File: config.mk
export PLATFORM = sky130hd
export DESIGN_NAME = uart_rx_flat
export DESIGN_NICKNAME = d
export VERILOG_FILES = /design/src/rtl/uart_rx_if.sv /design/src/rtl/uart_rx.sv /design/src/flat_wrapper.sv
export SDC_FILE = /design/constraint.sdc
export NUM_CORES = 1
export LEC_CHECK = 0
export ABC_AREA = 0
export CAP_MARGIN = 5
export CORE_MARGIN = 5
export CORE_UTILIZATION = 45
export CTS_CLUSTER_SIZE = 25
export DETAILED_ROUTE_END_ITERATION = 10
export PLACE_DENSITY = 0.7
export SYNTH_ARGS = -nofsm -noshare
export SYNTH_HDL_FRONTEND = slang
export SYNTH_SLANG_ARGS = --single-unit
File: constraint.sdc
create_clock -name clk -period 3.65 [get_ports clk]
set_input_delay 0.365 -clock clk [delete_from_list [all_inputs] [get_ports clk]]
set_output_delay 0.365 -clock clk [all_outputs]
set_load 0.05 [all_outputs]
File: src/rtl/uart_rx_if.sv
// Parallel-side bundle of the UART receiver: baud divisor, serial line and received-byte outputs.
// Parity ports exist only when UART_RX_PARITY_EN is defined.
interface uart_rx_if #(
   parameter int unsigned DIV_W = 16
);
   logic [DIV_W-1:0] div;
   logic             serial_in;
   logic [7:0]       data_byte;
   logic             rx_dv;
   logic             rx_busy;
   logic             frame_err;
`ifdef UART_RX_PARITY_EN
   logic             parity_odd;
   logic             parity_err;

   modport master (
      output div, serial_in, parity_odd,
      input  data_byte, rx_dv, rx_busy, frame_err, parity_err
   );
   modport slave (
      input  div, serial_in, parity_odd,
      output data_byte, rx_dv, rx_busy, frame_err, parity_err
   );
`else
   modport master (
      output div, serial_in,
      input  data_byte, rx_dv, rx_busy, frame_err
   );
   modport slave (
      input  div, serial_in,
      output data_byte, rx_dv, rx_busy, frame_err
   );
`endif
endinterface

File: src/rtl/uart_rx.sv
// 8N1 UART receiver with OVERSAMPLE-x oversampling and mid-bit sampling.
// Optional parity (start + 8 data + parity + stop) enabled by defining UART_RX_PARITY_EN.
module uart_rx #(
   parameter int unsigned OVERSAMPLE = 16,
   parameter int unsigned DIV_W      = 16
) (
   input logic     clk,
   input logic     rst,
   uart_rx_if.slave bus
);
   localparam int unsigned OS_W = $clog2(OVERSAMPLE);
   localparam logic [OS_W-1:0] OS_HALF = OS_W'(OVERSAMPLE / 2 - 1);
   localparam logic [OS_W-1:0] OS_LAST = OS_W'(OVERSAMPLE - 1);

   if (OVERSAMPLE < 8 || (OVERSAMPLE & (OVERSAMPLE - 1)) != 0) begin : g_bad_os
      $error("uart_rx: OVERSAMPLE must be a power of two and at least 8");
   end

   typedef enum logic [2:0] {
      S_IDLE, S_START, S_DATA, S_PARITY, S_STOP, S_BREAK
   } state_t;

   state_t           state, state_d;
   logic             sync1, rxs;
   logic [DIV_W-1:0] tick_cnt, tick_cnt_d;
   logic [OS_W-1:0]  os_cnt, os_d;
   logic [2:0]       bit_idx, bit_d;
   logic [7:0]       shift_reg, shift_d;
   logic [7:0]       data_q, data_d;
   logic             dv_q, dv_d;
   logic             fe_q, fe_d;
   logic             busy_q, busy_d;
   logic [DIV_W-1:0] div_last;
   logic             tick;
`ifdef UART_RX_PARITY_EN
   logic             par_q, par_d;
   logic             pe_q, pe_d;
`endif

   // div==0 behaves as 1; >= keeps a shrinking div from running tick_cnt past its wrap
   assign div_last = (bus.div == '0) ? '0 : bus.div - DIV_W'(1);
   assign tick     = (tick_cnt >= div_last);

   always_ff @(posedge clk or posedge rst) begin
      if (rst) begin
         sync1     <= 1'b1;
         rxs       <= 1'b1;
         state     <= S_IDLE;
         tick_cnt  <= '0;
         os_cnt    <= '0;
         bit_idx   <= '0;
         shift_reg <= '0;
         data_q    <= '0;
         dv_q      <= 1'b0;
         fe_q      <= 1'b0;
         busy_q    <= 1'b0;
`ifdef UART_RX_PARITY_EN
         par_q     <= 1'b0;
         pe_q      <= 1'b0;
`endif
      end else begin
         sync1     <= bus.serial_in;
         rxs       <= sync1;
         state     <= state_d;
         tick_cnt  <= tick_cnt_d;
         os_cnt    <= os_d;
         bit_idx   <= bit_d;
         shift_reg <= shift_d;
         data_q    <= data_d;
         dv_q      <= dv_d;
         fe_q      <= fe_d;
         busy_q    <= busy_d;
`ifdef UART_RX_PARITY_EN
         par_q     <= par_d;
         pe_q      <= pe_d;
`endif
      end
   end

   always_comb begin
      state_d    = state;
      tick_cnt_d = tick ? '0 : tick_cnt + DIV_W'(1);
      os_d       = tick ? os_cnt + OS_W'(1) : os_cnt;
      bit_d      = bit_idx;
      shift_d    = shift_reg;
      data_d     = data_q;
      dv_d       = 1'b0;
      fe_d       = 1'b0;
`ifdef UART_RX_PARITY_EN
      par_d      = par_q;
      pe_d       = 1'b0;
`endif
      unique case (state)
         S_IDLE: begin
            // counters held clear so the start bit is timed from its edge
            tick_cnt_d = '0;
            os_d       = '0;
            if (!rxs) state_d = S_START;
         end
         S_START: begin
            if (tick && os_cnt == OS_HALF) begin
               if (rxs) begin
                  state_d = S_IDLE;
               end else begin
                  state_d = S_DATA;
                  os_d    = '0;
                  bit_d   = '0;
               end
            end
         end
         S_DATA: begin
            if (tick && os_cnt == OS_LAST) begin
               shift_d = {rxs, shift_reg[7:1]};
               os_d    = '0;
               bit_d   = bit_idx + 3'd1;
               if (bit_idx == 3'd7) begin
`ifdef UART_RX_PARITY_EN
                  state_d = S_PARITY;
`else
                  state_d = S_STOP;
`endif
               end
            end
         end
`ifdef UART_RX_PARITY_EN
         S_PARITY: begin
            if (tick && os_cnt == OS_LAST) begin
               par_d   = rxs;
               os_d    = '0;
               state_d = S_STOP;
            end
         end
`endif
         S_STOP: begin
            // leave at mid stop bit so a following start edge is never missed
            if (tick && os_cnt == OS_LAST) begin
               if (!rxs) begin
                  fe_d    = 1'b1;
                  state_d = S_BREAK;
`ifdef UART_RX_PARITY_EN
               end else if ((^shift_reg ^ par_q) != bus.parity_odd) begin
                  pe_d    = 1'b1;
                  state_d = S_IDLE;
`endif
               end else begin
                  data_d  = shift_reg;
                  dv_d    = 1'b1;
                  state_d = S_IDLE;
               end
            end
         end
         S_BREAK: begin
            if (rxs) state_d = S_IDLE;
         end
         default: state_d = S_IDLE;
      endcase
      busy_d = (state_d != S_IDLE);
   end

   assign bus.data_byte = data_q;
   assign bus.rx_dv     = dv_q;
   assign bus.frame_err = fe_q;
   assign bus.rx_busy   = busy_q;
`ifdef UART_RX_PARITY_EN
   assign bus.parity_err = pe_q;
`endif
endmodule
File: src/flat_wrapper.sv
// flat-port wrapper written by rule: the top's interface ports become plain ports
module uart_rx_flat 
#(
   parameter int unsigned OVERSAMPLE = 16,
   parameter int unsigned DIV_W      = 16
)
  (clk, rst, bus_div, bus_serial_in, bus_data_byte, bus_rx_dv, bus_rx_busy, bus_frame_err);
  uart_rx_if #(.DIV_W(DIV_W)) bus_i ();
  input logic clk;
  input logic rst;
  input wire logic [$bits(bus_i.div)-1:0] bus_div;
  input wire logic [$bits(bus_i.serial_in)-1:0] bus_serial_in;
  output wire logic [$bits(bus_i.data_byte)-1:0] bus_data_byte;
  output wire logic [$bits(bus_i.rx_dv)-1:0] bus_rx_dv;
  output wire logic [$bits(bus_i.rx_busy)-1:0] bus_rx_busy;
  output wire logic [$bits(bus_i.frame_err)-1:0] bus_frame_err;
  assign bus_i.div = bus_div;
  assign bus_i.serial_in = bus_serial_in;
  assign bus_data_byte = bus_i.data_byte;
  assign bus_rx_dv = bus_i.rx_dv;
  assign bus_rx_busy = bus_i.rx_busy;
  assign bus_frame_err = bus_i.frame_err;
  uart_rx #(.OVERSAMPLE(OVERSAMPLE), .DIV_W(DIV_W)) u_core (.clk(clk), .rst(rst), .bus(bus_i));
endmodule
### Yosys cells after proc, flatten, opt, wreduce, memory -nomap -nowiden

Index checks and enable logic that the tools add are counted.

* logic and storage cells: 62
* output and inout bits: 11
* bits of input ports: 19
* register bits after elaboration: 47

* multiplexer cells: 27
* add/subtract/negate cells: 4
* eq/ne operators: 10
* order comparisons: 1
* reduce and logical (&&, ||, !) cells: 9

Operators with widths (count)
* $mux 16: 3
* $mux 3: 10
* $add 16x1->16 const B: 1
* $ge 16x16->1: 1
* $logic_not 16->1: 1
* $mux 4: 4
* $sub 16x1->16 const B: 1
* $pmux 3 s5: 1
* $pmux 4 s3: 1
* $eq 3x3->1 const B: 3
* $mux 1: 6
* $pmux 3 s2: 1
* $add 4x1->4 const B: 1
* $eq 4x3->1 const B: 1
* $eq 4x4->1 const B: 1
* $ne 2x1->1 const B: 2
* $reduce_and 4->1: 1
* $add 3x1->3 const B: 1
* $eq 3x1->1 const B: 1
* $eq 3x2->1 const B: 1
* $logic_not 3->1: 1
* $reduce_and 3->1: 1
* $reduce_bool 3->1: 1
* $logic_and 1x1->1: 2
* 4 further kinds: 4

### Depth between registers and ports, before layout

* depth in word-level cells: 7
* depth in mapped cells: 16
* mapped depth without buffers: 13

### Least setup slack after synthesis

No wires, ideal clock.

* path type: input port to flip-flop
* start point: input port bus_div[9]
* end point: register u_core.data_q[0], in the netlist u_core.bus.data_byte[0]
* slack: -201 ps
* buffers on the path: 0
* data arrival time: 3726 ps
* cell stages on the path: 12
* cell sequence: or4_4 > or3_4 > or4_4 > nand2b_4 > or2b_1 > ha_1 > nor2b_1 > o211a_1 > o311a_1 > o31a_1 > nand3_2 > mux2_2

* longest elaborated chain between the ends: 5
* elaborated cells between the ends (all ways): 6
* classes of those cells: 1 x add/sub; 1 x order compare; 1 x mux; 3 x reduce/logical

RTL lines
* start, declared: line flat_wrapper.sv:11 `input wire logic [$bits(bus_i.div)-1:0] bus_div;`
* $sub 16x1->16 or $logic_not 16->1 (tied branches): line uart_rx.sv:41 `assign div_last = (bus.div == '0) ? '0 : bus.div - DIV_W'(1);`
* $mux 16 *: line uart_rx.sv:41
* $ge 16x16->1 *: line uart_rx.sv:42 `assign tick = (tick_cnt >= div_last);`
* $logic_and 1x1->1 *: line uart_rx.sv:136 `if (tick && os_cnt == OS_LAST) begin`
* $reduce_and 3->1 (no source line) *
* end signal, assigned: line uart_rx.sv:69 `data_q <= data_d;`
* end, declared: line uart_rx.sv:29 `logic [7:0] data_q, data_d;`

Every way passes the cells marked *; elsewhere a longest branch is shown, timed or not.
A chain may end at the register's enable or synchronous reset.

### Final worst setup path

* start point: input port bus_div[6]
* end point: register u_core.data_q[0], in the netlist u_core.bus.data_byte[0]

Same word-level chain as after synthesis.

==> impl_summary.txt <==
----------------------------------------------------
[Clocking]
  Clk pin slew, worst setup/hold paths ... about 0.09 ns
  Later-pin clock latency in the skew report ... 0.30 ns
  Count of hold buffers inserted by post-cts repair ... 0
  H-tree depth ... 2
  Maximum buffer depth of the clock tree ... 2
  Number of buffers created by CTS ... 5
  TritonCTS clock tree ... yes
  Root Buffer Master ... clkbuf_8
  Number of sinks on the clock net ... 47

[Power and ir drop]
  Pwr/cell area ... 331 mW/mm2
  Leakage power summed over all cells ... 1.78 nW
  Share of power burned in registers ... 49.3%
  Internal power consumption ... 0.000877 W
  Switching power of the nets ... 0.000389 W
  Worst supply voltage drop on vdd ... 0.000311 V
  Relative contribution of the clock network to total power ... 24.9%
  Share of total power consumed by net switching ... 30.7%
  Logic gate share of total power ... 25.9%

[Setup path]
  RR Startpoint ... u_core.tick_cnt[14]$_DFF_PP0_
  Capturing element type of the critical path ... flop
  Master of the slowest instance on the critical path ... or4_4
  Crit start category ... input port
  Worst path cell trace ... buf_6, or4_4, or3_4, or4_4, nand2b_4, or2b_1, ha_4, nor2b_4, o211a_1, o311a_4, o31a_1, nand3_4, mux2_4
  Register-to-register path setup slack ... 1.27 ns
  Largest fanout on the critical path ... 6
  Critical Setup Path Class ... input port to flop
  Worst Path Arrival ... approximately 3.9 ns
  Endpoint required time on the critical path ... 3.84 ns
  Most used cell along the critical path ... or4_4
  Largest delay share family, worst path ... simple AND/OR/NAND/NOR gates
  Slowest Stage Delay on Critical Path ... 0.53 ns
  End of the worst register-to-register path ... u_core.bus.data_byte[0]$_DFFE_PP0P_
  Worst Path Buf+Inv ... 1
  Worst reg-to-reg path cell count ... 8

[STA]
  Count of pins over their slew limit ... 0
  Worst Skew ... a little under 0.006 ns
  Count of final setup violators ... 12
  Worst slew pin tran ... ~0.94 ns
  Worst Slack Setup Final ... -0.0615 ns
  Slew Limit Headroom ... 36.9%
  Number of hold-slack violations in the final timing report ... 0
  Share of the clock period used by the worst path ... 102%
  Minimum period implied by the final worst setup slack ... 3.71 ns
  Unrepaired setup endpoints after global routing ... yes
  Final sum of negative setup slack ... -0.590 ns
  Maximum achievable frequency ... roughly 270 MHz

[Floorplanning]
  DIE AREA ... 0.00782 mm2
  Standard-cell rows ... 28
  Area of the placeable core ... 0.00596 mm2
  Initial Util ... approximately 46%
  Height of the chip ... 88.4 um
  Die width ... 88.4 um
  # IOs ... 30

[Final layout]
  Final core utilization ... 64.3%
  Share of layout cells above drive strength 1 ... 31.5%
  Area grow syn2layout ... 38.4%
  Multi-input gate area in the final layout ... 0.00184 mm2
  Max reg flops ... 16
  Sequential cell area ... between 0.001 and 0.0015 mm2
  Post-layout net count ... around 380
  Finished Layout Cells ... 418
  Antenna Cells ... 0
  Layout filler cell count ... between 400 and 500

[Synthesis]
  Cell area after synthesis ... 0.00277 mm2
  Top cell type by total area after synthesis ... dfrtp_1
  Net count of the mapped netlist ... approximately 320
  Count of different cell masters after synthesis ... 47
  Yosys warning total ... 0
  Post-synthesis instance total ... 275
  Yosys top cell area share ... about two fifths
  Most common library cells after synthesis ... 45 x dfrtp_1, 33 x nor2_1, 29 x nand2_1
  Most numerous cell in the Yosys netlist ... dfrtp_1
  Post-Synthesis Mean Instance Area ... 10.1 um2
  Dominant synthesized flop cell ... dfrtp_1
  Leading cell types by total area after synthesis ... dfrtp_1 41%, ha_1 10%, mux2_2 6.5%
  Post-synthesis register bit count ... 47
  Fraction of the yosys area taken by sequential cells ... a little over two fifths
  Proportion of synthesized flip-flops having asynchronous set or reset ... 100%
  EDFF count, synth ... 0

[Worst hold path]
  Startpoint of the tightest hold check path ... u_core.sync1$_DFF_PP1_
  Worst-case hold path end point ... u_core.rxs$_DFF_PP1_
  Path type of the worst min-delay path ... flop to flop
  Hold Path Depth ... 0

[Flow run]
  Maxcap violations ... 0

[Global route]
  Maximum number of pins on one net before global-route repair ... between 40 and 50
  Total congestion overflow ... 0
  Global-route wire length before repair ... a little under 10000 um
  All-layer global routing usage ... 16.0%
  Vias in the first global route ... around 2200
  Number of antenna violations at the first check in global routing ... 0

[Place]
  Port Buffer Count ... 29
  Final Wtd Congestion ... 0.823
  Number of cells in the design after placement ... between 400 and 500
  Hpwl dp ... just over 4000 um

[Route]
  Drc violations ... 0
  Count of TritonRoute iterations in the first routing pass ... 4
  Remaining antenna violation count ... 0
  Number of vias in the routed layout ... 2209
  Post-DR wirelength/cell ... approximately 15 um
  Iter 0 DRT Violations ... 77
  Sum of routed wire length over all layers ... around 6200 um
  Via count normalized by instance count ... 5.28

[Status]
  Status ... complete, but fails checks
  Violated checks ... setup timing

----------------------------------------------------
==> how the worst max path moves through the flow <==
| stage | end | start | cells after the start | slack, ns |
|---|---|---|---|---|
| after global placement | u_core.bus.data_byte[4]$_DFFE_PP0P_ | bus_div[9] | 13 | -0.72 |
| after floorplan | u_core.bus.data_byte[0]$_DFFE_PP0P_ | bus_div[9] | 13 | -0.14 |
| final | u_core.bus.data_byte[0]$_DFFE_PP0P_ | bus_div[6] | 13 | -0.06 |
| after detailed placement | u_core.bit_idx[2]$_DFFE_PP0P_ | bus_div[9] | 14 | -0.76 |
| after global routing | u_core.state[0]$_DFF_PP0_ | bus_div[6] | 13 | -0.15 |
| after CTS | u_core.bus.data_byte[0]$_DFFE_PP0P_ | bus_div[6] | 13 | -0.07 |
==> repair_timing <==
action,in CTS,in global routing
endpoints found under the setup margin,45,42
setup buffers,2,1
pin swaps,8,15
resized for setup,25,38
gates cloned,0,2
==> layout by cell type (no fill, tap or decap), types with 3 or more instances in the layout <==
cell type         n
dfrtp_1          45
nor2_1           30
buf_4            28
nand2_1          25
clkdlybuf4s50_1  25
xor2_1           19
ha_1             13
nand3_1          10
xnor2_1           9
ha_4              9
mux2_2            8
mux2_4            8
nor3_1            7
inv_1             7
buf_6             7
a21oi_1           6
clkbuf_8          5
a21oi_2           4
and3_1            4
mux2i_1           4
nand4_1           3
nand2_2           3
or3_1             3
and2_1            3
==> final cells by class <==
type | instances | area share, %
Clock buffer | 5 | 1.80
Clock inverter | 3 | 0.654
Inverter | 8 | 0.785
Multi-Input combinational cell | 216 | 48.1
Sequential cell | 47 | 30.8
Tap cell | 75 | 2.45
Timing Repair Buffer | 64 | 15.4
==> routing by layer <==
metal  up-vias  wire length, um  GRT usage [%]  part of all wire [%]
met5         -                0              0                     0
met2        38             3080           27.0                    50
met3         9              257           3.82                   4.2
met4         0               91           6.73                   1.5
met1      1067             2770           19.5                    45
li1       1095                -              -                     -
==> power groups by stage <==
stage	clock [W]	combinational (W)	sequential, W
after floorplan	0	0.000172	0.000609
after global placement	0	0.000242	0.000623
after detailed placement	0	0.000252	0.000624
after CTS	0.000326	0.000259	0.000614
after global routing	0.000344	0.000365	0.000631
final	0.000315	0.000327	0.000624
==> through the flow <==
stage          worst slack [ns]  hold WS [ns]  area [um2]  power [W]
3_3_place_gp             -0.720         0.347        3430   0.000866
2_1_floorplan            -0.137         0.345        2840   0.000781
6_report                -0.0615         0.361        3830    0.00127
5_1_grt                  -0.154         0.367        3830    0.00134
3_5_place_dp             -0.756         0.350        3430   0.000876
4_1_cts                 -0.0694         0.362        3600    0.00120
==> cell families after synthesis <==
logic type	Yosys count	synth area share [%]
XOR/XNOR	28	8.86
flip-flops	47	42.6
multiplexers	20	7.96
AO/OA/AOI/OAI	29	7.51
adder cells (fa/ha/maj)	22	9.95
AND/OR/NAND/NOR	116	21.1
buffers and inverters	13	2.04
No activity file was read; power rests on OpenSTA's default activity.
